$ cat src/rtl/arbitro_escrita_reg_if.sv
// Writeback bus between the two requesters, the register file write port and the hazard check.
// master = requester/read side, slave = arbiter.
`timescale 1ns/1ps
interface arbitro_escrita_reg_if #(
  parameter int ADDR_W = 6,
  parameter int DATA_W = 32,
  parameter int CONT_W = 16
);
  logic              pausa;
  logic              valido0;
  logic              pronto0;
  logic [ADDR_W-1:0] end0;
  logic [DATA_W-1:0] dado0;
  logic              valido1;
  logic              pronto1;
  logic [ADDR_W-1:0] end1;
  logic [DATA_W-1:0] dado1;
  logic              reg_write;
  logic [ADDR_W-1:0] reg_escrita;
  logic [DATA_W-1:0] escreve_dado;
  logic [ADDR_W-1:0] leitura1;
  logic [ADDR_W-1:0] leitura2;
  logic              hazard;
  logic [CONT_W-1:0] contencao;

  modport master (
    output pausa, valido0, end0, dado0, valido1, end1, dado1, leitura1, leitura2,
    input  pronto0, pronto1, reg_write, reg_escrita, escreve_dado, hazard, contencao
  );

  modport slave (
    input  pausa, valido0, end0, dado0, valido1, end1, dado1, leitura1, leitura2,
    output pronto0, pronto1, reg_write, reg_escrita, escreve_dado, hazard, contencao
  );
endinterface

$ cat src/rtl/arbitro_escrita_reg.sv
// Round-robin arbiter for the single register-file write port (req 0 = ALU, req 1 = load),
// registered write stage, RAW hazard flag against the write in flight, contention counter.
`timescale 1ns/1ps
module arbitro_escrita_reg #(
  parameter int ADDR_W     = 6,
  parameter int DATA_W     = 32,
  parameter bit PROTEGE_R0 = 1'b0,
  parameter int CONT_W     = 16
) (
  input logic                 clock,
  input logic                 reset_n,
  arbitro_escrita_reg_if.slave bus
);
  localparam int NUM_REQ = 2;
  localparam int NUM_RD  = 2;

  typedef struct packed {
    logic [ADDR_W-1:0] addr;
    logic [DATA_W-1:0] dado;
  } req_t;

  typedef enum logic {ULT_0 = 1'b0, ULT_1 = 1'b1} ultimo_t;

  req_t [NUM_REQ-1:0]              req;
  logic [NUM_REQ-1:0]              valido;
  logic [NUM_REQ-1:0]              pronto;
  logic [NUM_RD-1:0][ADDR_W-1:0]   leit;
  logic [NUM_RD-1:0]               match;
  ultimo_t                         ultimo, ultimo_nxt;
  req_t                            sel;
  logic                            grant;
  logic                            we_nxt;

  logic                            reg_write_q;
  logic [ADDR_W-1:0]               reg_escrita_q;
  logic [DATA_W-1:0]               escreve_dado_q;
  logic [CONT_W-1:0]               contencao_q;

  assign valido = {bus.valido1, bus.valido0};
  assign req[0] = '{addr: bus.end0, dado: bus.dado0};
  assign req[1] = '{addr: bus.end1, dado: bus.dado1};
  assign leit   = {bus.leitura2, bus.leitura1};

  always_ff @(posedge clock or negedge reset_n) begin
    if (!reset_n) ultimo <= ULT_1;
    else          ultimo <= ultimo_nxt;
  end

  // Grant is gated by reset_n so both ready lines are low while reset is held.
  always_comb begin
    pronto     = '0;
    ultimo_nxt = ultimo;
    if (reset_n && !bus.pausa) begin
      if (&valido) pronto = (ultimo == ULT_1) ? 2'b01 : 2'b10;
      else         pronto = valido;
    end
    if (pronto[0])      ultimo_nxt = ULT_0;
    else if (pronto[1]) ultimo_nxt = ULT_1;
  end

  assign grant  = |pronto;
  assign sel    = pronto[1] ? req[1] : req[0];
  // A protected write to r0 is still consumed (ready high) but never enables the port.
  assign we_nxt = !(PROTEGE_R0 && (sel.addr == '0));

  always_ff @(posedge clock or negedge reset_n) begin
    if (!reset_n) begin
      reg_write_q    <= 1'b0;
      reg_escrita_q  <= '0;
      escreve_dado_q <= '0;
    end else if (grant) begin
      reg_write_q    <= we_nxt;
      reg_escrita_q  <= sel.addr;
      escreve_dado_q <= sel.dado;
    end else begin
      reg_write_q    <= 1'b0;
    end
  end

  always_ff @(posedge clock or negedge reset_n) begin
    if (!reset_n)
      contencao_q <= '0;
    else if ((&valido) && !bus.pausa && (contencao_q != '1))
      contencao_q <= contencao_q + CONT_W'(1);
  end

  for (genvar i = 0; i < NUM_RD; i++) begin : g_rd
    assign match[i] = (leit[i] == reg_escrita_q);
  end

  assign bus.pronto0      = pronto[0];
  assign bus.pronto1      = pronto[1];
  assign bus.reg_write    = reg_write_q;
  assign bus.reg_escrita  = reg_escrita_q;
  assign bus.escreve_dado = escreve_dado_q;
  assign bus.hazard       = reg_write_q && (|match);
  assign bus.contencao    = contencao_q;
endmodule

$ cat src/flat_wrapper.sv
// flat-port wrapper written by rule: the top's interface ports become plain ports
module arbitro_escrita_reg_flat 
#(
  parameter int ADDR_W     = 6,
  parameter int DATA_W     = 32,
  parameter bit PROTEGE_R0 = 1'b0,
  parameter int CONT_W     = 16
)
  (clock, reset_n, bus_pausa, bus_valido0, bus_end0, bus_dado0, bus_valido1, bus_end1, bus_dado1, bus_leitura1, bus_leitura2, bus_pronto0, bus_pronto1, bus_reg_write, bus_reg_escrita, bus_escreve_dado, bus_hazard, bus_contencao);
  arbitro_escrita_reg_if #(.ADDR_W(ADDR_W), .DATA_W(DATA_W), .CONT_W(CONT_W)) bus_i ();
  input logic clock;
  input logic reset_n;
  input wire logic [$bits(bus_i.pausa)-1:0] bus_pausa;
  input wire logic [$bits(bus_i.valido0)-1:0] bus_valido0;
  input wire logic [$bits(bus_i.end0)-1:0] bus_end0;
  input wire logic [$bits(bus_i.dado0)-1:0] bus_dado0;
  input wire logic [$bits(bus_i.valido1)-1:0] bus_valido1;
  input wire logic [$bits(bus_i.end1)-1:0] bus_end1;
  input wire logic [$bits(bus_i.dado1)-1:0] bus_dado1;
  input wire logic [$bits(bus_i.leitura1)-1:0] bus_leitura1;
  input wire logic [$bits(bus_i.leitura2)-1:0] bus_leitura2;
  output wire logic [$bits(bus_i.pronto0)-1:0] bus_pronto0;
  output wire logic [$bits(bus_i.pronto1)-1:0] bus_pronto1;
  output wire logic [$bits(bus_i.reg_write)-1:0] bus_reg_write;
  output wire logic [$bits(bus_i.reg_escrita)-1:0] bus_reg_escrita;
  output wire logic [$bits(bus_i.escreve_dado)-1:0] bus_escreve_dado;
  output wire logic [$bits(bus_i.hazard)-1:0] bus_hazard;
  output wire logic [$bits(bus_i.contencao)-1:0] bus_contencao;
  assign bus_i.pausa = bus_pausa;
  assign bus_i.valido0 = bus_valido0;
  assign bus_i.end0 = bus_end0;
  assign bus_i.dado0 = bus_dado0;
  assign bus_i.valido1 = bus_valido1;
  assign bus_i.end1 = bus_end1;
  assign bus_i.dado1 = bus_dado1;
  assign bus_i.leitura1 = bus_leitura1;
  assign bus_i.leitura2 = bus_leitura2;
  assign bus_pronto0 = bus_i.pronto0;
  assign bus_pronto1 = bus_i.pronto1;
  assign bus_reg_write = bus_i.reg_write;
  assign bus_reg_escrita = bus_i.reg_escrita;
  assign bus_escreve_dado = bus_i.escreve_dado;
  assign bus_hazard = bus_i.hazard;
  assign bus_contencao = bus_i.contencao;
  arbitro_escrita_reg #(.ADDR_W(ADDR_W), .DATA_W(DATA_W), .PROTEGE_R0(PROTEGE_R0), .CONT_W(CONT_W)) u_core (.clock(clock), .reset_n(reset_n), .bus(bus_i));
endmodule
$ cat config.mk
export PLATFORM = sky130hd
export DESIGN_NAME = arbitro_escrita_reg_flat
export DESIGN_NICKNAME = d
export VERILOG_FILES = /design/src/rtl/arbitro_escrita_reg_if.sv /design/src/rtl/arbitro_escrita_reg.sv /design/src/flat_wrapper.sv
export SDC_FILE = /design/constraint.sdc
export NUM_CORES = 1
export LEC_CHECK = 0
export BUFFER_PORTS_ARGS = -buffer_cell sky130_fd_sc_hd__buf_2
export CAP_MARGIN = 20
export CORE_MARGIN = 2
export CORE_UTILIZATION = 40
export DETAILED_ROUTE_END_ITERATION = 10
export PLACE_DENSITY = 0.76
export SYNTH_ARGS = -nofsm -noshare
export SYNTH_HDL_FRONTEND = slang
export SYNTH_SLANG_ARGS = --single-unit
$ cat constraint.sdc
create_clock -name clock -period 1.8 [get_ports clock]
set_clock_uncertainty 0.05 [all_clocks]
set_input_delay 0.09 -clock clock [delete_from_list [all_inputs] [get_ports clock]]
set_output_delay 0.09 -clock clock [all_outputs]
set_load 0.02 [all_outputs]
[Yosys cells after proc, flatten, opt, wreduce, memory -nomap -nowiden]
Index checks and enable logic that the tools add are counted.
Word-level totals
  bits in registers: 56
  bits of input ports: 93
  output and inout port bits: 58
  word-level logic and storage cells: 25
Operators by class
  $add $sub $neg: 1
  eq/ne operators: 3
  muxes and demuxes: 7
  reduce and logical (&&, ||, !) cells: 9
Operator list (count)
  $mux W38: 1
  $add A16 B1 Y16 const B: 1
  $ne A16 B16 Y1 const B: 1
  $eq A6 B6 Y1: 2
  $mux W2: 3
  $logic_and A1 B1 Y1: 4
  $reduce_or A2 Y1: 2
  $mux W1: 3
  $reduce_and A2 Y1: 1
  $reduce_bool A2 Y1: 1
  $logic_not A1 Y1: 1

[Logic depth before layout (Yosys ltp)]
Gate-level depths: netlist of run 1.
  depth after elaboration: 5
  depth in mapped cells: 6
  gate-level depth less buffers: 5

[Least setup slack after synthesis of run 1]
Ideal clock, no wire load.
  path type: register to register
  start: register u_core.contencao_q[0] (netlist: u_core.bus.contencao[0])
  end: register u_core.contencao_q[1] (netlist: u_core.bus.contencao[1])
  library setup time: 0.125 ns
  arrival: 1.710 ns
  slack: -0.086 ns
  cell stages (with the launch flop): 6
  path buffers: 0
  path through: dfrtp_1 > ha_1 > nand3_2 > nor4_4 > nor2_2 > mux2_4
On the way
  cells in the longest elaborated chain, start to end: 2
  elaborated cells between the ends (all ways): 3
  those cells by class: add/sub: 1; eq/ne: 1; reduce/logical: 1
RTL lines
  start, declared: RTL line arbitro_escrita_reg.sv:37  | logic [CONT_W-1:0] contencao_q;
  start signal, assigned: RTL line arbitro_escrita_reg.sv:84  | contencao_q <= contencao_q + CONT_W'(1);
  parallel branches: the longest is 2 deep, another holds $add A16 B1 Y16
Parallel ways; which one is timed is not known.
A chain may end at the register's enable or synchronous reset.

[Worst setup path in the final report of run 1]
  start: register u_core.reg_escrita_q[5] (netlist: u_core.bus.reg_escrita[5])
  end: output bus_hazard
On the way
  cells in the longest elaborated chain, start to end: 3
  elaborated cells between the ends (all ways): 4
  those cells by class: eq/ne: 2; reduce/logical: 2
RTL lines
  start, declared: RTL line arbitro_escrita_reg.sv:35  | logic [ADDR_W-1:0] reg_escrita_q;
  start signal, assigned: RTL line arbitro_escrita_reg.sv:73  | reg_escrita_q <= sel.addr;
  $eq A6 B6 Y1: RTL line arbitro_escrita_reg.sv:88  | assign match[i] = (leit[i] == reg_escrita_q);
  $reduce_or A2 Y1 *: RTL line arbitro_escrita_reg.sv:96  | assign bus.hazard = reg_write_q && (|match);
  $logic_and A1 B1 Y1 *: RTL line arbitro_escrita_reg.sv:96
  end, declared: RTL line flat_wrapper.sv:27  | output wire logic [$bits(bus_i.hazard)-1:0] bus_hazard;
Every way passes the cells marked *; elsewhere a longest branch is shown, timed or not.

==> results of run 1 <==
==> worst max path at each step <==
stage               slack [ps]  depth (start not counted)                       from                        to
floorplan                   70                          5    u_core.bus.contencao[0]  u_core.bus.contencao[14]
global placement            60                          5    u_core.bus.contencao[0]  u_core.bus.contencao[14]
detailed placement          10                          5    u_core.bus.contencao[0]  u_core.bus.contencao[14]
CTS                         10                          5  u_core.bus.reg_escrita[2]                bus_hazard
global route               -60                          5  u_core.bus.reg_escrita[2]                bus_hazard
finish                      50                          5  u_core.bus.reg_escrita[5]                bus_hazard
==> power by group through the flow <==
stage	clock network [W]	logic (W)	registers (W)
after floorplan	0	0.000368	0.00192
after global placement	0	0.00103	0.00166
after detailed placement	0	0.00105	0.00168
after CTS	0.000708	0.00107	0.00165
after global routing	0.000761	0.00118	0.00170
final	0.000676	0.00107	0.00166
==> layout make-up <==
type / instances / area [µm²] / share of cell area
multi-input combinational: 194 / 1350 / 0.353
clock inverter: 2 / 16.3 / 0.00424
clock buffer: 6 / 72.6 / 0.0189
tap: 96 / 120 / 0.0313
inverter: 2 / 7.51 / 0.00196
timing repair buffer: 162 / 858 / 0.224
sequential: 56 / 1410 / 0.367
==> cells in the final DEF, fill, tap and decap left out, types with 2 or more instances in the layout <==
cell and n:
clkbuf_8 5, xor2_1 15, nor2_1 42, nor4_2 2
nor4_4 2, nor4_1 3, a21oi_1 40, buf_2 149
nor3_1 3, buf_4 11, xnor2_1 7, dfrtp_1 53
nand3_1 6, nand2_1 7, nand4_1 5, inv_1 2
mux2i_1 38, dfrtp_2 2, nor4b_1 2
==> cells by family (layout without fill, tap and decap cells) <==
group	after synthesis	in the layout	synth area share
compound gates	47	47	0.0890
flops	56	56	0.502
fa+ha+maj	1	1	0.00447
buf+inv	16	172	0.0242
simple gates	83	83	0.162
mux	41	41	0.149
xor+xnor	22	22	0.0689
==> critical path, delay by kind of cell (launching register included) <==
kind,cells,cell delay (ps)
flip-flops,1,440
AND/OR/NAND/NOR,2,410
XOR/XNOR,1,160
buffers and inverters,1,160
AO/OA/AOI/OAI,1,140
==> through the flow <==
step           setup WS [ps]   util  power, W  hold slack (ps)
6_report                51.4  0.564   0.00341             25.9
2_1_floorplan           69.4      -   0.00229             -256
5_1_grt                -63.5  0.564   0.00363             32.2
4_1_cts                 13.6  0.562   0.00343             9.55
3_3_place_gp            63.1  0.543   0.00269              255
3_5_place_dp            9.76  0.543   0.00273              252
==> state kept, by name, indices dropped and copies added (netlist names) <==
signal                   cells
u_core.bus.escreve_dado     32
u_core.bus.contencao        16
u_core.bus.reg_escrita       6
u_core.bus.reg_write         1
u_core.ultimo                1
==> routing by layer <==
layer	part of all wire	wire length, µm	track usage	up-vias
met5	0	0	0	-
met4	0.0091	61	0.0503	0
met3	0.071	480	0.0358	6
met2	0.51	3400	0.293	101
met1	0.41	2790	0.204	1137
li1	-	-	-	1242
==> repair_timing <==
item | 4_1_cts | 5_1_grt
gates resized for setup | 2 | 4
hold endpoints to repair | 55 | 0
pin swaps | 2 | 7
gates cloned | 0 | 0
buffers inserted | 2 | 0
hold buffers | 1 | 0
setup endpoints to repair | 2 | 9
==> key figures, run 1 <==
Synthesis
  • Synthesized area: ~0.0028 mm²
  • Post-synth top area cell: dfrtp_1
  • Mean area per synthesized cell: between 10 and 15 µm²
  • Synth top area cells: dfrtp_1, mux2i_1, a21oi_1, nor2_1, xor2_1
  • Syn nets: between 300 and 400
  • Synth cell types: 39
  • Synth Flop Type: dfrtp_1
  • Synth warn: 0
  • Yosys top cell area share: 0.492
  • Count leader, synth: dfrtp_1
  • Sequential share of the synthesized area: 0.502
  • EDFF count, synth: 0
  • FF+latch count, synth: between 50 and 60
  • Ys async rst share: 1.00
  • Top post-synthesis cells by count: dfrtp_1, nor2_1, a21oi_1, mux2i_1, xor2_1
  • Synth Instances: 266

Detailed routing
  • DRT iter0 DRCs: 70
  • Wire per inst: 13.0 µm
  • Via count: about 2500
  • Total Routed Length: just under 7000 µm
  • DR vias/cell: roughly 4.8
  • Residual DRC count: 0
  • First drt pass iteration count: 4
  • ANT nets after route: 0

Placement
  • Port Buffers: 150
  • Placed Cells: between 500 and 600
  • RePlAce Congestion: around 0.87
  • DPL Wire Length: between 5000 and 6000 µm
  • Placed instance area: ~0.0037 mm²

Worst setup path
  • R2R setup slack: ~120 ps
  • Cell Chain, Critical Path: xor2_1 > nor4_1 > nand3_1 > a21boi_1 > buf_4
  • CP Launch Type: flop
  • Worst Reg2Reg Path Length in Cells: 4
  • Reg-to-Reg Start: u_core.bus.contencao[2]
  • Crit-path max cell delay: approximately 440 ps
  • Worst Path Max Fanout: 4
  • Worst reg2reg path endpoint: u_core.bus.contencao[7]
  • Worst path arrival time: ~1600 ps
  • Crit path required time: 1660 ps
  • Slowest stage cell on the critical path: dfrtp_1
  • CP Class: reg2out
  • CP endpoint kind: output pin

Floorplan
  • Die Span Y: 87.6 µm
  • Die ar.: 0.00768 mm²
  • Top-level I/O count: roughly 150
  • Core Area: roughly 0.0068 mm²
  • Die W: 87.6 µm
  • Row cnt: 30
  • Initial core utilization: 0.412

Min path
  • Hold path start: bus_dado0[12]
  • Worst min path class: in2reg
  • WHS Endpoint: u_core.bus.escreve_dado[12]
  • Hold Crit Depth: 3

CTS
  • Total CTS buffers: 5
  • Clock sink count: 56
  • CTS clk-pin slew, worst paths: 100 ps
  • Skew-Pair Late Insertion Delay: 310 ps
  • H-tree Lvls: 2
  • CTS tree: done
  • CTS root buffer: clkbuf_8
  • CTS max path bufs: 2

Timing
  • Setup_tns: 0 ps
  • RSZ-0062 raised after global routing: yes
  • Post-route clock period utilization: 0.971
  • Final Max Slew Viols: 0
  • Worst-Margin Slew: 681 ps
  • Worst slew margin: 0.546
  • Fin crit period: 1750 ps
  • # setup viols final: 0
  • Final Hold Fails: 0
  • Max Freq: 0.572 GHz

Pwr
  • Combinational fraction of design power: 0.314
  • Power share of the clock group: 0.198
  • P_sw: roughly 0.0012 W
  • Leakage: ~1.8 nW
  • Cell internal pwr: 0.00219 W
  • Pwr/cell area: roughly 900 mW/mm²
  • Max VDD drop: 779 µV
  • Sw frac: 0.358
  • Share of power burned in registers: 0.487

Run
  • Max-Cap Viols: 0

Cells and area
  • Fillers: 581
  • Layout Nets: roughly 520
  • Fraction of layout cells with a size suffix above 1: 0.436
  • Finished Layout Cells: a little over 500
  • Area Growth Syn to Fin: 37.1%
  • Design Area, Final: 0.00383 mm²
  • Ant. Diodes: 0

Global routing
  • First-pass GRT wire length: about 10000 µm
  • GRT Overall Usage: 0.166
  • Largest net degree at the start of global routing: 57
  • Congestion Overflow GR: 0
  • Vias in the first global route: about 2200
  • Antenna violations before repair: 0

Outcome
  • Status: finished clean
Power figures use the tool's default switching activity.
==> run 2: changes to the inputs <==
- CORE_UTILIZATION: 40 -> 45
- PLACE_DENSITY: 0.76 -> 0.8
- TNS_END_PERCENT: unset -> 1
- clock period: 1.8 -> 2 ns (I/O delays scaled with it)
==> key figures, run 2 (synthesized netlist as in run 1, its figures left out) <==
Outcome
  • Status: finished clean

Timing
  • Worst-Margin Slew: 694 ps
  • Final Max Slew Viols: 0
  • Fin crit period: about 1900 ps
  • RSZ-0062 raised after global routing: no
  • Post-route clock period utilization: 0.934
  • Worst slew margin: 0.537
  • # setup viols final: 0
  • Setup_tns: 0 ps
  • Final Hold Fails: 0
  • Max Freq: 0.536 GHz
  • PnR worst setup slack: 133 ps

CTS
  • CTS tree: done
  • Skew-Pair Late Insertion Delay: around 300 ps
  • Total CTS buffers: 5
  • CTS root buffer: clkbuf_8
  • CTS max path bufs: 2
  • Clock sink count: 56
  • H-tree Lvls: 2
  • CTS clk-pin slew, worst paths: about 100 ps

Cells and area
  • Register Area: 0.00140 mm²
  • Ant. Diodes: 0
  • Most frequent cells in the layout: buf_2, dfrtp_1, nor2_1
  • Commonest non-fill, non-tap cell in the layout: buf_2
  • Multi-input gate area: 0.00135 mm²
  • Max reg flops: 32
  • Fraction of layout cells with a size suffix above 1: 0.423
  • Area Growth Syn to Fin: 34.9%
  • Layout Nets: 509
  • Fillers: 500

Worst setup path
  • Worst path arrival time: 1720 ps
  • CP Class: reg2out
  • CP endpoint kind: output pin
  • CP Launch Type: flop
  • Crit path required time: 1850 ps
  • Worst Path Max Fanout: 4

Detailed routing
  • ANT nets after route: 0
  • Wire per inst: 13.8 µm
  • DR vias/cell: 5.11
  • First drt pass iteration count: 4
  • DRT iter0 DRCs: 93
  • Via count: roughly 2500
  • Total Routed Length: roughly 6800 µm
  • Residual DRC count: 0

Placement
  • Worst slack, placed: ~130 ps
  • DPL Wire Length: ~5200 µm
  • Port Buffers: 150
  • RePlAce Congestion: 0.837

Global routing
  • Congestion Overflow GR: 0
  • Antenna violations before repair: 0
  • First-pass GRT wire length: 11400 µm
  • Vias in the first global route: approximately 2500
  • Largest net degree at the start of global routing: 57
  • GRT Overall Usage: 0.198

Floorplan
  • Row cnt: 28
  • Core Area: 0.00596 mm²
  • Initial core utilization: 0.470
  • Die W: between 80 and 90 µm
  • Die Span Y: between 80 and 90 µm
  • Top-level I/O count: 151
  • Die ar.: 0.00686 mm²

Pwr
  • Pwr/cell area: between 800 and 900 mW/mm²
  • Leakage: roughly 1.8 nW
  • Max VDD drop: between 500 and 600 µV

Run
  • Max-Cap Viols: 0

Min path
  • Worst min path class: in2reg
## run 2: cell types whose count changed in the layout (fill, tap and decap cells not counted), sizes merged
cell / delta
buf: -6
bufinv: +1
clkinvlp: -1
## run 2: final cells by class
| class | count | area share |
|---|---|---|
| Tap cell | 75 | 0.0249 |
| Timing Repair Buffer | 156 | 0.215 |
| Sequential cell | 56 | 0.372 |
| Inverter | 2 | 0.00199 |
| Clock buffer | 6 | 0.0192 |
| Multi-Input combinational cell | 194 | 0.358 |
| Clock inverter | 2 | 0.00929 |
## run 2: metal layers
metal	GRT usage	part of all wire	up-vias
li1	-	-	1238
met1	0.232	0.41	1167
met2	0.364	0.51	95
met3	0.0477	0.065	8
met4	0.0477	0.0093	0
met5	0	0	-
## run 2: path summary, 6_finish.rpt
check	from	to	slack [ps]	depth (start not counted)
min in group asynchronous	reset_n	u_core.bus.escreve_dado[19]	420	3
max in group asynchronous	reset_n	u_core.bus.contencao[15]	1010	3
hold reg to reg	u_core.ultimo	u_core.ultimo	460	2
setup / recovery	u_core.bus.reg_escrita[2]	bus_hazard	130	5
hold / removal	bus_dado0[31]	u_core.bus.escreve_dado[31]	40	3
setup reg to reg	u_core.bus.contencao[0]	u_core.bus.contencao[14]	160	5
## run 2: stage by stage
step	utilization	cells	total power [W]	hold slack, ps	instance area (µm²)
final	0.633	491	0.00315	36.7	3770
after CTS	0.631	491	0.00319	28.7	3760
after detailed placement	0.610	482	0.00246	248	3630
after floorplan	-	266	0.00205	-246	2800
after global routing	0.633	491	0.00334	36.8	3770
after global placement	0.610	482	0.00241	246	3630
## run 2: where the power goes
part	internal (W)	switching [W]	total (W)
clock	0.000372	0.000344	0.000716
combinational	0.000382	0.000564	0.000946
sequential	0.00132	0.000166	0.00148
## run 2: worst max-delay path, cell delays in order (launching register included)
cell and delay, ps:
dfrtp_1 430, xor2_1 190, nor4_2 320, nand3_1 120, a21boi_1 170, buf_2 190
## run 2: what timing repair did
item / CTS / global route
setup buffers: 0 / 0
pin swaps: 0 / 3
hold buffers: 1 / 0
gates resized for setup: 1 / 3
setup endpoints to repair: 1 / 2
endpoints found under the hold margin: 55 / 0
==> run 3: changes to the inputs <==
- CORE_MARGIN: 2 -> unset
- clock period: 2 -> 2.1 ns (I/O delays scaled with it)
==> key figures, run 3 (synthesized netlist as in run 1, its figures left out) <==
Outcome
  • Status: finished clean

Placement
  • Placed Cells: roughly 480
  • RePlAce Congestion: 0.814
  • Port Buffers: 150
  • DPL Wire Length: between 5000 and 6000 µm

Global routing
  • Antenna violations before repair: 0
  • Vias in the first global route: between 2000 and 2500
  • GRT Overall Usage: 0.206
  • Congestion Overflow GR: 0
  • First-pass GRT wire length: 10400 µm
  • Largest net degree at the start of global routing: 57

Detailed routing
  • ANT nets after route: 0
  • First drt pass iteration count: 4
  • Via count: between 2000 and 2500
  • DR vias/cell: roughly 5.1
  • Total Routed Length: about 6700 µm
  • Residual DRC count: 0
  • DRT iter0 DRCs: 40
  • Wire per inst: 13.6 µm

Pwr
  • Max VDD drop: about 600 µV
  • Leakage: 1.78 nW
  • Pwr/cell area: 777 mW/mm²

CTS
  • Clock sink count: 56
  • H-tree Lvls: 2
  • CTS root buffer: clkbuf_8
  • CTS tree: done
  • Total CTS buffers: 5
  • Skew-Pair Late Insertion Delay: around 300 ps
  • CTS max path bufs: 2
  • CTS clk-pin slew, worst paths: 90 ps

Worst setup path
  • Most common cell on crit path: buf_2
  • Crit path required time: about 2000 ps
  • Worst path arrival time: between 1500 and 2000 ps
  • Cell Chain, Critical Path: dlygate4sd3_1 > buf_2 > nor2b_1 > and3_2 > buf_4 > buf_2
  • Worst Path Max Fanout: 23
  • Crit-path max cell delay: approximately 520 ps
  • CP endpoint kind: output pin
  • CP Class: in2out
  • CP Launch Type: primary input
  • Slowest stage cell on the critical path: dlygate4sd3_1
  • CP top delay family: buffers and inverters
  • Critical path buffers and inverters: 4

Min path
  • Worst min path class: in2reg

Timing
  • Fin crit period: ~1900 ps
  • Worst slew margin: 0.529
  • Setup_tns: 0 ps
  • Post-route clock period utilization: 0.918
  • Final Hold Fails: 0
  • Final Max Slew Viols: 0
  • RSZ-0062 raised after global routing: no
  • Worst-Margin Slew: between 700 and 800 ps
  • # setup viols final: 0
  • Max Freq: between 0.5 and 0.6 GHz

Floorplan
  • Die ar.: 0.00653 mm²
  • Initial core utilization: 0.470
  • Row cnt: 28
  • Top-level I/O count: approximately 150
  • Die Span Y: slightly above 80 µm
  • Die W: 80.8 µm
  • Core Area: 0.00596 mm²

Cells and area
  • Layout Nets: 510
  • Max reg flops: 32
  • Ant. Diodes: 0
  • Finished Layout Cells: between 400 and 500
  • Fraction of layout cells with a size suffix above 1: 0.424
  • Most frequent cells in the layout: buf_2, dfrtp_1, nor2_1
  • Area Growth Syn to Fin: 33.6%
  • Commonest non-fill, non-tap cell in the layout: buf_2

Run
  • Max-Cap Viols: 0
==> run 3: report_power, final <==
group	internal (W)	switching, W
Sequential	0.00126	0.000162
Clock	0.000264	0.000328
Combinational	0.000364	0.000532
==> run 3: repair_timing <==
action / 4_1_cts / 5_1_grt
hold endpoints to repair: 55 / 0
setup buffers: 0 / 0
setup endpoints to repair: 0 / 1
hold buffers: 1 / 0
gates resized for setup: 0 / 1
==> run 3: worst paths after layout <==
check / from / to / slack [ps] / cells after the start
min: bus_end0[5] / u_core.bus.reg_escrita[5] / 40 / 3
min in group asynchronous: reset_n / u_core.bus.escreve_dado[14] / 430 / 3
max reg2reg: u_core.bus.contencao[0] / u_core.bus.contencao[1] / 210 / 5
min reg2reg: u_core.ultimo / u_core.ultimo / 460 / 2
max in group asynchronous: reset_n / u_core.bus.escreve_dado[25] / 1100 / 3
max: reset_n / bus_pronto1 / 170 / 6
==> run 3: per-layer routing <==
layer	routed length [µm]	global-route usage
met2	3520	0.402
met1	2650	0.230
met4	32	0.0429
met5	0	0
met3	478	0.0404
==> run 3: worst register-to-register path: cells and delay by family (launching register included) <==
| kind | cells | cell delay, ps |
|---|---|---|
| flops | 1 | 450 |
| fa+ha+maj | 1 | 250 |
| mux | 1 | 310 |
| simple gates | 3 | 730 |
==> run 3: area by class of cell <==
class	count	area, µm²
clock buffer	6	82.6
clock inverter	2	10.0
fill	520	2220
inverter	2	7.51
multi-input combinational	194	1340
sequential	56	1400
tap	75	93.8
timing repair buffer	157	806
==> run 3: stage by stage <==
step           area (µm²)  total power, W  worst slack [ps]  utilization  hold WS (ps)
2_1_floorplan        2800         0.00196               214            -          -241
5_1_grt              3740         0.00309              62.8        0.628          37.7
4_1_cts              3730         0.00294               141        0.626          31.4
3_5_place_dp         3630         0.00234               223        0.609           248
3_3_place_gp         3630         0.00229               296        0.609           244
6_report             3740         0.00291               173        0.628          41.7
